--- config.mk ---
export PLATFORM = sky130hd
export DESIGN_NAME = tape_ctrl_flat
export DESIGN_NICKNAME = d
export VERILOG_FILES = /design/src/rtl/tape_ctrl_pkg.sv /design/src/rtl/tape_ctrl_if.sv /design/src/rtl/tape_ctrl.sv /design/src/flat_wrapper.sv
export SDC_FILE = /design/constraint.sdc
export NUM_CORES = 1
export LEC_CHECK = 0
export BUFFER_PORTS_ARGS = -buffer_cell sky130_fd_sc_hd__clkbuf_2
export CAP_MARGIN = 20
export CORE_MARGIN = 2
export CORE_UTILIZATION = 50
export CTS_BUF_LIST = sky130_fd_sc_hd__clkbuf_8 sky130_fd_sc_hd__clkbuf_16
export CTS_CLUSTER_DIAMETER = 100
export DETAILED_ROUTE_END_ITERATION = 8
export PLACE_DENSITY_LB_ADDON = 0.15
export RECOVER_POWER = 50
export SETUP_SLACK_MARGIN = 0.15
export SYNTH_ARGS = -nofsm -noshare
export SYNTH_HDL_FRONTEND = slang
export SYNTH_SLANG_ARGS = --single-unit
--- constraint.sdc ---
create_clock -name clk -period 2.2 [get_ports clk]
set_clock_uncertainty 0.05 [all_clocks]
set_input_delay 0.33 -clock clk [delete_from_list [all_inputs] [get_ports clk]]
set_output_delay 0.33 -clock clk [all_outputs]
set_load 0.05 [all_outputs]
--- src/rtl/tape_ctrl_pkg.sv ---
// Shared widths, opcodes and FSM encodings for the tape controller.
// Optional feature macro: BOUNDS_CHECK_EN (see tape_ctrl.sv).
package tape_ctrl_pkg;

  localparam int ADDR_WIDTH = 8;
  localparam int DATA_WIDTH = 8;

  localparam logic [2:0] OP_INC   = 3'd0;
  localparam logic [2:0] OP_DEC   = 3'd1;
  localparam logic [2:0] OP_LEFT  = 3'd2;
  localparam logic [2:0] OP_RIGHT = 3'd3;
  localparam logic [2:0] OP_LOAD  = 3'd4;
  localparam logic [2:0] OP_STORE = 3'd5;

  localparam logic [2:0] S_IDLE   = 3'd0;
  localparam logic [2:0] S_READ   = 3'd1;
  localparam logic [2:0] S_MODIFY = 3'd2;
  localparam logic [2:0] S_WRITE  = 3'd3;
  localparam logic [2:0] S_DONE   = 3'd4;

endpackage

--- src/rtl/tape_ctrl_if.sv ---
// Command/response handshake bundle for tape_ctrl.
// Master drives commands, slave (the controller) responds.
interface tape_ctrl_if;
  import tape_ctrl_pkg::*;

  logic                  cmd_valid;
  logic                  cmd_ready;
  logic [2:0]            cmd_op;
  logic [DATA_WIDTH-1:0] cmd_data;
  logic                  rsp_valid;
  logic [DATA_WIDTH-1:0] rsp_data;
  logic                  rsp_zero;

  modport master (
    output cmd_valid, cmd_op, cmd_data,
    input  cmd_ready, rsp_valid, rsp_data, rsp_zero
  );

  modport slave (
    input  cmd_valid, cmd_op, cmd_data,
    output cmd_ready, rsp_valid, rsp_data, rsp_zero
  );

endinterface

--- src/rtl/tape_ctrl.sv ---
// Tape machine controller: pointer, data register and RAM sequencing FSM.
// Define BOUNDS_CHECK_EN to saturate the pointer and flag a sticky err.
module tape_ctrl
  import tape_ctrl_pkg::*;
(
  input  logic                  clk,
  input  logic                  rst_n,
  tape_ctrl_if.slave            cmd,
  output logic [ADDR_WIDTH-1:0] ptr,
  output logic                  err,
  output logic                  mem_en,
  output logic                  mem_wen,
  output logic [ADDR_WIDTH-1:0] mem_addr,
  output logic [DATA_WIDTH-1:0] mem_wdata,
  input  logic [DATA_WIDTH-1:0] mem_rdata
);

  localparam logic [ADDR_WIDTH-1:0] PTR_ONE = 1;
  localparam logic [DATA_WIDTH-1:0] DAT_ONE = 1;

  logic [2:0]            state_q, state_d;
  logic [2:0]            op_q, op_d;
  logic [ADDR_WIDTH-1:0] ptr_q, ptr_d;
  logic [DATA_WIDTH-1:0] data_q, data_d;
  logic                  accept;

`ifdef BOUNDS_CHECK_EN
  logic err_q, err_d;
  logic at_lo, at_hi;
  assign at_lo = (ptr_q == '0);
  assign at_hi = (&ptr_q);
`endif

  assign accept = cmd.cmd_valid && (state_q == S_IDLE);

  always_comb begin
    state_d = state_q;
    op_d    = op_q;
    ptr_d   = ptr_q;
    data_d  = data_q;
`ifdef BOUNDS_CHECK_EN
    err_d   = err_q;
`endif
    case (state_q)
      S_IDLE: begin
        if (accept) begin
          op_d = cmd.cmd_op;
          case (cmd.cmd_op)
            OP_INC, OP_DEC, OP_LOAD: state_d = S_READ;
            OP_STORE: begin
              data_d  = cmd.cmd_data;
              state_d = S_WRITE;
            end
            OP_LEFT: begin
              state_d = S_DONE;
`ifdef BOUNDS_CHECK_EN
              if (at_lo) err_d = 1'b1;
              else       ptr_d = ptr_q - PTR_ONE;
`else
              ptr_d = ptr_q - PTR_ONE;
`endif
            end
            OP_RIGHT: begin
              state_d = S_DONE;
`ifdef BOUNDS_CHECK_EN
              if (at_hi) err_d = 1'b1;
              else       ptr_d = ptr_q + PTR_ONE;
`else
              ptr_d = ptr_q + PTR_ONE;
`endif
            end
            default: state_d = S_DONE;
          endcase
        end
      end
      S_READ: state_d = S_MODIFY;
      // RAM read data is valid here, one cycle after READ.
      S_MODIFY: begin
        case (op_q)
          OP_INC: begin
            data_d  = mem_rdata + DAT_ONE;
            state_d = S_WRITE;
          end
          OP_DEC: begin
            data_d  = mem_rdata - DAT_ONE;
            state_d = S_WRITE;
          end
          default: begin
            data_d  = mem_rdata;
            state_d = S_DONE;
          end
        endcase
      end
      S_WRITE: state_d = S_DONE;
      S_DONE:  state_d = S_IDLE;
      default: state_d = S_IDLE;
    endcase
  end

  always_ff @(posedge clk or negedge rst_n) begin
    if (!rst_n) begin
      state_q <= S_IDLE;
      op_q    <= '0;
      ptr_q   <= '0;
      data_q  <= '0;
    end else begin
      state_q <= state_d;
      op_q    <= op_d;
      ptr_q   <= ptr_d;
      data_q  <= data_d;
    end
  end

`ifdef BOUNDS_CHECK_EN
  always_ff @(posedge clk or negedge rst_n) begin
    if (!rst_n) err_q <= 1'b0;
    else        err_q <= err_d;
  end
  assign err = err_q;
`else
  assign err = 1'b0;
`endif

  assign cmd.cmd_ready = (state_q == S_IDLE);
  assign cmd.rsp_valid = (state_q == S_DONE);
  assign cmd.rsp_data  = data_q;
  assign cmd.rsp_zero  = (data_q == '0);

  assign ptr       = ptr_q;
  assign mem_addr  = ptr_q;
  assign mem_en    = (state_q == S_READ) || (state_q == S_WRITE);
  assign mem_wen   = (state_q == S_WRITE);
  assign mem_wdata = data_q;

endmodule

--- src/flat_wrapper.sv ---
// flat-port wrapper written by rule: the top's interface ports become plain ports
module tape_ctrl_flat import tape_ctrl_pkg::*;
  (clk, rst_n, ptr, err, mem_en, mem_wen, mem_addr, mem_wdata, mem_rdata, cmd_cmd_valid, cmd_cmd_op, cmd_cmd_data, cmd_cmd_ready, cmd_rsp_valid, cmd_rsp_data, cmd_rsp_zero);
  tape_ctrl_if cmd_i ();
  input  logic clk;
  input  logic rst_n;
  output logic [ADDR_WIDTH-1:0] ptr;
  output logic err;
  output logic mem_en;
  output logic mem_wen;
  output logic [ADDR_WIDTH-1:0] mem_addr;
  output logic [DATA_WIDTH-1:0] mem_wdata;
  input  logic [DATA_WIDTH-1:0] mem_rdata;
  input wire logic [$bits(cmd_i.cmd_valid)-1:0] cmd_cmd_valid;
  input wire logic [$bits(cmd_i.cmd_op)-1:0] cmd_cmd_op;
  input wire logic [$bits(cmd_i.cmd_data)-1:0] cmd_cmd_data;
  output wire logic [$bits(cmd_i.cmd_ready)-1:0] cmd_cmd_ready;
  output wire logic [$bits(cmd_i.rsp_valid)-1:0] cmd_rsp_valid;
  output wire logic [$bits(cmd_i.rsp_data)-1:0] cmd_rsp_data;
  output wire logic [$bits(cmd_i.rsp_zero)-1:0] cmd_rsp_zero;
  assign cmd_i.cmd_valid = cmd_cmd_valid;
  assign cmd_i.cmd_op = cmd_cmd_op;
  assign cmd_i.cmd_data = cmd_cmd_data;
  assign cmd_cmd_ready = cmd_i.cmd_ready;
  assign cmd_rsp_valid = cmd_i.rsp_valid;
  assign cmd_rsp_data = cmd_i.rsp_data;
  assign cmd_rsp_zero = cmd_i.rsp_zero;
  tape_ctrl u_core (.clk(clk), .rst_n(rst_n), .cmd(cmd_i), .ptr(ptr), .err(err), .mem_en(mem_en), .mem_wen(mem_wen), .mem_addr(mem_addr), .mem_wdata(mem_wdata), .mem_rdata(mem_rdata));
endmodule
After elaboration in Yosys (flattened, before gate mapping)

Cells that the tools add are included.

Register bits: 22
Bits of input ports: 22

Add/sub/neg operators: 4
Equal/unequal tests: 12
Mux-type cells: 9
Reductions and logical operators: 13

Operators by type and width:

| cell                                                 | count |
|---|---|
| one-hot mux 8 bit (2 select lines)                   | 3 |
| adder 8 x 1 -> 8 bit (second input constant)         | 2 |
| 2-to-1 mux 8 bit                                     | 2 |
| subtractor 8 x 1 -> 8 bit (second input constant)    | 2 |
| equality test 3 x 2 -> 1 bit (second input constant) | 4 |
| one-hot mux 3 bit (4 select lines)                   | 1 |
| equality test 3 x 1 -> 1 bit (second input constant) | 3 |
| equality test 3 bit (second input constant)          | 3 |
| zero test 3 bit                                      | 3 |
| zero test 8 bit                                      | 1 |
| 2-to-1 mux 3 bit                                     | 2 |
| one-hot mux 3 bit (2 select lines)                   | 1 |
| AND reduction 3 bit                                  | 2 |
| != test 2 x 1 -> 1 bit (second input constant)       | 2 |
| nonzero test 2 bit                                   | 2 |
| OR reduction 3 bit                                   | 1 |
| AND reduction 2 bit                                  | 1 |
| OR reduction 2 bit                                   | 1 |
| logical AND 1 bit                                    | 1 |
| logical OR 1 bit                                     | 1 |

Longest topological paths before layout

Gate-level depths: netlist of run 1.

Depth in word-level cells: 5
Depth in mapped cells: 8
Depth with buffers taken out: 8

Worst setup path before layout of run 1

No wires, ideal clock.

Path type: input to register
Start point: input cmd_cmd_op[2]
End point: register u_core.ptr_q[6] (netlist: u_core.mem_addr[6])
Arrival time: 2.082 ns
Data required time: 2.019 ns
Setup slack: -0.064 ns
Cell stages on the path: 8
Path buffers: 0
Cell sequence: and2b_1 > nand2_1 > fa_1 > a21o_1 > a21o_1 > a21oi_1 > nor4b_1 > or3_1

Longest elaborated chain between the ends: 3
Elaborated cells between the ends (all ways): 5
Classes of those cells: eq/ne: 2; mux: 1; reduce/logical: 2

Ends and longest elaborated chain:

| element                       | RTL line           | text |
|---|---|---|
| start: declaration            | flat_wrapper.sv:15 | `input wire logic [$bits(cmd_i.cmd_op)-1:0] cmd_cmd_op;` |
| equality test 3 x 2 -> 1 bit  | tape_ctrl.sv:48    | `case (cmd.cmd_op)` |
| nonzero test 2 bit (no line)  | -                  |  |
| AND reduction 3 bit (no line) | -                  |  |
| end signal: assignment        | tape_ctrl.sv:109   | `ptr_q <= ptr_d;` |
| end: declaration              | tape_ctrl.sv:23    | `logic [ADDR_WIDTH-1:0] ptr_q, ptr_d;` |

Parallel ways exist; a longest one is shown, timed or not.
A chain may end at the register's enable or synchronous reset.

Worst setup path after layout of run 1

Start point: register u_core.ptr_q[0] (netlist: u_core.mem_addr[0])
End point: register u_core.ptr_q[6] (netlist: u_core.mem_addr[6])

Longest elaborated chain between the ends: 2
Elaborated cells between the ends (all ways): 3
Classes of those cells: add/sub: 2; mux: 1

Ends and longest elaborated chain:

| element                                                                  | RTL line |
|---|---|
| adder 8 x 1 -> 8 bit / subtractor 8 x 1 -> 8 bit (equally long branches) | tape_ctrl.sv:69, tape_ctrl.sv:60 |
| one-hot mux 8 bit (2 select lines) (*)                                   | tape_ctrl.sv:48 |

Mark *: on every way between the ends. The rest lies on a longest branch, timed or not.

==> flow_metrics.env, run 1 <==
export IMPL_synth_top_area_cell="dfrtp_1"
export IMPL_yosysWarnings=0
export IMPL_grt_max_degree=23
export IMPL_max_freq_ghz=0.506
export IMPL_ys_seq_area_frac=0.318
export IMPL_drc=0
export IMPL_synth_ff_type="dfrtp_1"
export IMPL_cts_buffers=3
export IMPL_dieArea_mm2=0.00395
export IMPL_firstDrtPassIters=6
export IMPL_start_util=0.519
export IMPL_synth_area_leaders="dfrtp_1 32%, buf_4 7.8%, ha_1 5.1%"
export IMPL_num_rows=21
export IMPL_cts_clk_slew_worst_paths_ns=0.09
export IMPL_grt_total_usage=0.188
export IMPL_clk_latency_ns=0.26
export IMPL_rsz0062_at_grt="yes"
export IMPL_gp_congestion=0.829
export IMPL_num_vias=1526
export IMPL_grt_pass1_vias=1348
export IMPL_setup_viol=0
export IMPL_pin_count=60
export IMPL_required_ns=2.30
export IMPL_slew_violations=0
export IMPL_cp_end_kind="flip-flop"
export IMPL_overflow=0
export IMPL_drive_gt1_frac=0.319
export IMPL_hold_class="in -> async"
export IMPL_multiInputGateArea_mm2=0.00102
export IMPL_synth_avg_cell_area_um2=8.88
export IMPL_ctsHtreeMaxLevel=1
export IMPL_io_buffer_count=58
export IMPL_syn_inst=195
export IMPL_crit_fanout=5
export IMPL_grt_pass1_wl_um=6110
export IMPL_antenna_found_initial=0
export IMPL_fillerInstances=340
export IMPL_hold_buffers=0
export IMPL_synth_cell_area_mm2=0.00173
export IMPL_syn_to_final_growth_pct=20.6
export IMPL_hold_viol=0
export IMPL_status="finished clean"
export IMPL_synth_edf_count=0
export IMPL_viasPerCell=5.19
export IMPL_clock_path_buffers=2
export IMPL_worstPathArrival_ns=2.08
export IMPL_post_route_util=0.626
export IMPL_cap_violations=0
export IMPL_synth_async_sr_flop_share=1.00
export IMPL_synth_top_area_share=0.318
export IMPL_path_class="reg -> reg"
export IMPL_core_mm2=0.00334
export IMPL_setup_tns_final_ns=0
export IMPL_fin_nets=279
export IMPL_postRouteAntennaNets=0
export IMPL_cts_tree="done"
export IMPL_die_y_um=62.9
export IMPL_period_needed_ns=1.97
export IMPL_drt_iter0_markers=76
export IMPL_period_share=0.898
export IMPL_start_kind="flip-flop"
export IMPL_synth_distinct_cells=50
export IMPL_drt_total_wl_um=3740
export IMPL_synth_seq_cells=22
export IMPL_clockRootBuffer="clkbuf_8"
export IMPL_die_x_um=62.9
export IMPL_worst_hold_slack_ns=0.234
export IMPL_post_drt_wl_per_cell_um=12.7
export IMPL_ff_latch_area_um2=553
export IMPL_worst_pin_slew_ns=1.20
export IMPL_hpwl_um=2860
export IMPL_antenna_cells=0
export IMPL_numClockSinks=22
export IMPL_synth_fp_nets=225
export IMPL_slew_headroom=0.201
stage by stage:
stage	setup WS, ns	cell area, um^2	instances
finish	0.225	2090	294
detailed placement	-0.0569	2000	286
global route	0.110	2090	294
CTS	0.171	2060	290
floorplan	0.0304	1740	195
global placement	-0.0203	2000	286
critical path: stages (launching register included):
cell and delay, ns:
dfrtp_2 0.45, fa_1 0.44, a21o_1 0.16, a21o_1 0.20, a21oi_1 0.14, nor4b_1 0.06, or3_1 0.36
final timing paths:
check / startpoint / endpoint / slack (ns) / depth (start not counted)
worst max-delay path: u_core.mem_addr[0] / u_core.mem_addr[6] / 0.23 / 6
worst min-delay path: rst_n / u_core.mem_addr[3] / 0.23 / 1
worst max register to register: u_core.mem_addr[0] / u_core.mem_addr[6] / 0.23 / 6
worst min register to register: u_core.mem_addr[7] / u_core.mem_addr[7] / 0.45 / 1
max in group asynchronous: rst_n / u_core.mem_addr[1] / 1.08 / 1
min in group clk: cmd_cmd_op[2] / u_core.op_q[2] / 0.27 / 2
repair_timing:
| item | 4_1_cts | 5_1_grt |
|---|---|---|
| gates resized for setup | 0 | 9 |
| setup buffers | 0 | 4 |
| endpoints found under the setup margin | 0 | 5 |
cell type report:
class,count,share of cell area
multi-input combinational,145,0.487
sequential,22,0.265
timing repair buffer,75,0.191
tap,46,0.0276
clock buffer,4,0.0264
inverter,2,0.00359
cell families (layout without fill, tap and decap cells):
group,count (synthesis),count (layout),share of synthesized area
mux,6,6,0.0397
compound gates,48,48,0.160
xor+xnor,14,14,0.0708
other cells,1,1,0.00217
flops,22,22,0.318
fa+ha+maj,8,8,0.0621
buf+inv,28,81,0.110
simple gates,68,68,0.237
sequential cells by signal (all words and copies together), names as in the netlist:
register	count
u_core.cmd.rsp_data	8
u_core.op_q	3
u_core.mem_addr	8
u_core.state_q	3
cells in the mapped netlist, types with 2 or more instances:
library cell / instances
ha_1: 7
xnor2_1: 6
buf_2: 2
or4_1: 2
nand4b_1: 2
dfrtp_1: 22
inv_1: 2
nand4_1: 2
a21o_1: 3
nor4b_1: 3
buf_6: 2
xor2_1: 8
a22oi_1: 2
nand2b_1: 3
nor3b_2: 2
mux2i_1: 2
nor4_1: 2
nor3b_1: 2
o21ai_0: 17
nor3_1: 4
clkbuf_1: 4
nand3_1: 4
or3b_1: 2
a21oi_1: 17
nand2_1: 21
nor2_1: 9
buf_4: 18
mux2_2: 3
per-layer routing:
metal | routed length, um | up-vias | GRT usage
met3 | 161 | 4 | 0.0252
met2 | 1660 | 44 | 0.292
met1 | 1870 | 690 | 0.272
li1 | - | 788 | -
met4 | 46 | 0 | 0.0611
met5 | 0 | - | 0
cells in the final DEF, fill, tap and decap left out, drive strengths merged, types with 3 or more instances in the layout:
master and n:
clkbuf 62, nand2 22, dfrtp 22, o21ai 18, a21oi 17, buf 17
nor2 9, xor2 8, ha 7, xnor2 6, nor3 4, nand3 4
mux2 4, nor4b 4, nor3b 4, nand2b 3, a21o 3, nor4 3
Power of run 1 is left out: the tool's default activity adds up to more than one toggle a clock period on the data nets, which glitch-free logic cannot reach.
==> run 2: changes to the inputs <==
--- a/config.mk
+++ b/config.mk
@@ -5,13 +5,13 @@
 export SDC_FILE = /design/constraint.sdc
 export NUM_CORES = 1
 export LEC_CHECK = 0
-export BUFFER_PORTS_ARGS = -buffer_cell sky130_fd_sc_hd__clkbuf_2
 export CAP_MARGIN = 20
 export CORE_MARGIN = 2
-export CORE_UTILIZATION = 50
+export CORE_UTILIZATION = 60
 export CTS_BUF_LIST = sky130_fd_sc_hd__clkbuf_8 sky130_fd_sc_hd__clkbuf_16
 export CTS_CLUSTER_DIAMETER = 100
 export DETAILED_ROUTE_END_ITERATION = 8
+export DONT_BUFFER_PORTS = 1
 export PLACE_DENSITY_LB_ADDON = 0.15
 export RECOVER_POWER = 50
 export SETUP_SLACK_MARGIN = 0.15
==> flow_metrics.env, run 2 (synthesized netlist as in run 1, its figures left out) <==
export IMPL_drc=0
export IMPL_max_freq_ghz=0.512
export IMPL_core_mm2=0.00276
export IMPL_path_class="reg -> reg"
export IMPL_drt_total_wl_um=3920
export IMPL_die_y_um=57.7
export IMPL_post_route_util=0.674
export IMPL_drive_gt1_frac=0.198
export IMPL_hold_class="in -> reg"
export IMPL_start_kind="flip-flop"
export IMPL_hpwl_um=2920
export IMPL_slew_headroom=0.174
export IMPL_ctsHtreeMaxLevel=1
export IMPL_antenna_cells=0
export IMPL_postRouteAntennaNets=0
export IMPL_clock_path_buffers=2
export IMPL_start_util=0.628
export IMPL_setup_tns_final_ns=0
export IMPL_cp_end_kind="flip-flop"
export IMPL_cap_violations=0
export IMPL_viasPerCell=6.27
export IMPL_clockRootBuffer="clkbuf_8"
export IMPL_grt_max_degree=23
export IMPL_pin_count=60
export IMPL_status="finished clean"
export IMPL_setup_viol=0
export IMPL_syn_to_final_growth_pct=7.37
export IMPL_cts_clk_slew_worst_paths_ns=0.08
export IMPL_period_share=0.888
export IMPL_clk_latency_ns=0.26
export IMPL_required_ns=2.30
export IMPL_grt_total_usage=0.228
export IMPL_num_rows=19
export IMPL_mostFrequentLayoutCells="21 x dfrtp_1, 20 x nand2_1, 17 x a21oi_1, 17 x o21ai_0, 17 x buf_4"
export IMPL_cts_buffers=3
export IMPL_fin_nets=233
export IMPL_rsz0062_at_grt="no"
export IMPL_dieArea_mm2=0.00333
export IMPL_numClockSinks=22
export IMPL_antenna_found_initial=0
export IMPL_firstDrtPassIters=4
export IMPL_grt_pass1_vias=1352
export IMPL_num_vias=1461
export IMPL_cts_tree="done"
export IMPL_slew_violations=0
export IMPL_fillerInstances=248
export IMPL_hold_viol=0
export IMPL_worstPathArrival_ns=2.05
export IMPL_post_drt_wl_per_cell_um=16.8
export IMPL_drt_iter0_markers=90
export IMPL_io_buffer_count=0
export IMPL_worst_pin_slew_ns=1.24
export IMPL_period_needed_ns=1.95
export IMPL_final_common_cell="dfrtp_1"
export IMPL_overflow=0
export IMPL_crit_fanout=3
export IMPL_grt_pass1_wl_um=6000
export IMPL_gp_congestion=0.912
export IMPL_die_x_um=57.7
==> run 2: cell types whose count changed in the layout (fill, tap and decap cells not counted), moves of 2 or more <==
cell      change
clkbuf_2     -38
o21ai_0       +2
clkbuf_1      -9
o21ai_1       -2
==> run 2: what timing repair did <==
action,in CTS,in global routing
hold buffers,1,0
endpoints found under the setup margin,0,4
endpoints found under the hold margin,22,0
resized for setup,0,5
buffers inserted,0,1
==> run 2: area by class of cell <==
class / instances / area (um^2) / share of cell area
Clock inverter: 1 / 3.75 / 0.00202
Timing Repair Buffer: 29 / 196 / 0.106
Tap cell: 31 / 38.8 / 0.0209
Sequential cell: 22 / 552 / 0.297
Clock buffer: 3 / 41.3 / 0.0222
Inverter: 2 / 7.51 / 0.00404
Multi-Input combinational cell: 145 / 1020 / 0.548
==> run 2: path summary, 6_finish.rpt <==
| check | start | end | slack (ns) | depth (start not counted) |
|---|---|---|---|---|
| max in group asynchronous | rst_n | u_core.mem_addr[0] | 0.50 | 2 |
| max reg2reg | u_core.mem_addr[0] | u_core.mem_addr[6] | 0.25 | 6 |
| min reg2reg | u_core.op_q[0] | u_core.op_q[0] | 0.56 | 1 |
| min | cmd_cmd_op[0] | u_core.op_q[0] | 0.17 | 1 |
| min in group asynchronous | rst_n | u_core.mem_addr[4] | 0.23 | 1 |
| max | u_core.mem_addr[0] | u_core.mem_addr[6] | 0.25 | 6 |
==> run 2: metrics by stage <==
step	worst slack, ns	std cells	cell area (um^2)	hold WS (ns)
after detailed placement	-0.00379	225	1800	-0.0150
after CTS	0.180	230	1850	0.168
after global routing	0.151	233	1860	0.170
after floorplan	0.0304	195	1740	-0.0156
final	0.246	233	1860	0.169
after global placement	0.0634	225	1800	-0.0150
==> run 2: metal layers <==
layer  up-vias  share of wire  global-route usage
li1        697              -                   -
met1       689           0.44               0.311
met2        67           0.47               0.369
met3         8          0.080              0.0446
met4         0          0.014              0.0664
met5         -              0                   0
==> run 2: worst max-delay path, cell delays in order (launching register included) <==
cell     delay [ns]
dfrtp_2        0.43
fa_2           0.40
a21o_1         0.17
a21o_1         0.21
a21oi_1        0.16
nor4b_1        0.07
or3_1          0.36
Power of run 2 is left out for the same reason.
==> run 3: changes to the inputs <==
==> constraint.sdc (replaced) <==
create_clock -name clk -period 2.4 [get_ports clk]
set_clock_uncertainty 0.05 [all_clocks]
set_input_delay 0.36 -clock clk [delete_from_list [all_inputs] [get_ports clk]]
set_output_delay 0.36 -clock clk [all_outputs]
set_load 0.05 [all_outputs]
==> flow_metrics.env, run 3 (synthesized netlist as in run 1, its figures left out) <==
export IMPL_postRouteAntennaNets=0
export IMPL_worstReg2RegStart="u_core.mem_addr[1]"
export IMPL_max_freq_ghz=0.488
export IMPL_dp_slack_ns=0.149
export IMPL_antenna_cells=0
export IMPL_io_buffer_count=0
export IMPL_hold_viol=0
export IMPL_numClockSinks=22
export IMPL_critPathMaxStageDelay_ns=0.44
export IMPL_clk_latency_ns=0.26
export IMPL_pin_count=60
export IMPL_clock_path_buffers=2
export IMPL_overflow=0
export IMPL_crit_chain="ha_1 -> a211oi_1 -> o21ai_0 -> a31oi_1 -> mux2i_1 -> xnor2_1"
export IMPL_hold_class="in -> reg"
export IMPL_worst_pin_slew_ns=1.23
export IMPL_grt_max_degree=23
export IMPL_drive_gt1_frac=0.156
export IMPL_die_x_um=57.7
export IMPL_hpwl_um=2880
export IMPL_num_vias=1425
export IMPL_grt_pass1_vias=1360
export IMPL_ctsHtreeMaxLevel=1
export IMPL_hold_path_startpoint="cmd_cmd_op[0]"
export IMPL_rsz0062_at_grt="no"
export IMPL_die_y_um=57.7
export IMPL_drc=0
export IMPL_stdcell_count=230
export IMPL_setup_viol=0
export IMPL_start_kind="flip-flop"
export IMPL_antenna_found_initial=0
export IMPL_post_drt_wl_per_cell_um=16.7
export IMPL_worstPathArrival_ns=2.11
export IMPL_status="finished clean"
export IMPL_grt_total_usage=0.242
export IMPL_cts_tree="done"
export IMPL_r2r_setup_slack_ns=0.35
export IMPL_slew_headroom=0.180
export IMPL_hold_depth=1
export IMPL_timing_rr_end="u_core.mem_addr[7]"
export IMPL_placed_cell_area_mm2=0.00176
export IMPL_cts_clk_slew_worst_paths_ns=0.09
export IMPL_cts_buffers=3
export IMPL_clockRootBuffer="clkbuf_8"
export IMPL_mostFrequentLayoutCells="22 x dfrtp_1, 20 x nand2_1, 17 x a21oi_1, 17 x o21ai_0, 15 x buf_4"
export IMPL_start_util=0.628
export IMPL_period_needed_ns=2.05
export IMPL_final_common_cell="dfrtp_1"
export IMPL_reg2reg_depth=6
export IMPL_required_ns=2.46
export IMPL_syn_to_final_growth_pct=4.77
export IMPL_num_rows=19
export IMPL_gp_congestion=0.957
export IMPL_drt_iter0_markers=35
export IMPL_grt_pass1_wl_um=6270
export IMPL_dp_cells=223
export IMPL_crit_fanout=3
export IMPL_fillerInstances=242
export IMPL_timing_critical_path_buf_inv=0
export IMPL_viasPerCell=6.20
export IMPL_period_share=0.854
export IMPL_hold_end="u_core.op_q[0]"
export IMPL_core_mm2=0.00276
export IMPL_slew_violations=0
export IMPL_firstDrtPassIters=4
export IMPL_worst_slack_ns=0.350
export IMPL_setup_tns_final_ns=0
export IMPL_fin_nets=230
export IMPL_path_class="reg -> reg"
export IMPL_postLayoutCellArea_mm2=0.00181
export IMPL_multiInputGateArea_mm2=0.00100
export IMPL_drt_total_wl_um=3850
export IMPL_dieArea_mm2=0.00333
export IMPL_ff_latch_area_um2=551
export IMPL_crit_family="compound AO/OA/AOI/OAI gates"
export IMPL_cp_slowest_cell="dfrtp_1"
export IMPL_cap_violations=0
export IMPL_cp_end_kind="flip-flop"
[run 3: worst register-to-register path, stage by stage, from the launching register on]
cell,delay [ns]
dfrtp_1,0.44
ha_1,0.33
a211oi_1,0.34
o21ai_0,0.17
a31oi_1,0.24
mux2i_1,0.24
xnor2_1,0.09
[run 3: layout make-up]
class,count,share of cell area
multi-input cells,145,0.552
clock buffers,4,0.0303
well taps,31,0.0214
inverters,2,0.00414
repair buffers,26,0.0883
flip-flops and latches,22,0.303
[run 3: per-stage QoR]
step	util	hold WS [ns]
2_1_floorplan	-	0.0144
3_3_place_gp	0.639	0.0149
3_5_place_dp	0.639	0.0149
4_1_cts	0.663	0.194
5_1_grt	0.658	0.186
6_report	0.658	0.193
[run 3: worst max-delay path by stage]
stage | startpoint | to | cells after the start
after floorplan | cmd_cmd_op[2] | u_core.mem_addr[6] | 8
after CTS | u_core.op_q[2] | u_core.cmd.rsp_data[6] | 8
after global routing | cmd_cmd_op[2] | u_core.mem_addr[7] | 8
final | u_core.mem_addr[1] | u_core.mem_addr[7] | 6
after detailed placement | cmd_cmd_op[2] | u_core.mem_addr[7] | 8
after global placement | cmd_cmd_op[2] | u_core.mem_addr[6] | 8
[run 3: what timing repair did]
| item | CTS | global route |
|---|---|---|
| setup endpoints to repair | 0 | 3 |
| buffers inserted | 0 | 1 |
| hold buffers | 1 | 0 |
| gates resized for setup | 0 | 2 |
| hold endpoints to repair | 22 | 0 |
[run 3: layer usage]
layer | global-route usage | wire, um | vias to the layer above | share of wire
li1 | - | - | 699 | -
met5 | 0 | 0 | - | 0
met4 | 0.0864 | 55 | 0 | 0.014
met3 | 0.0513 | 354 | 6 | 0.092
met2 | 0.381 | 1830 | 75 | 0.48
met1 | 0.329 | 1600 | 645 | 0.42
Power of run 3 is left out for the same reason.
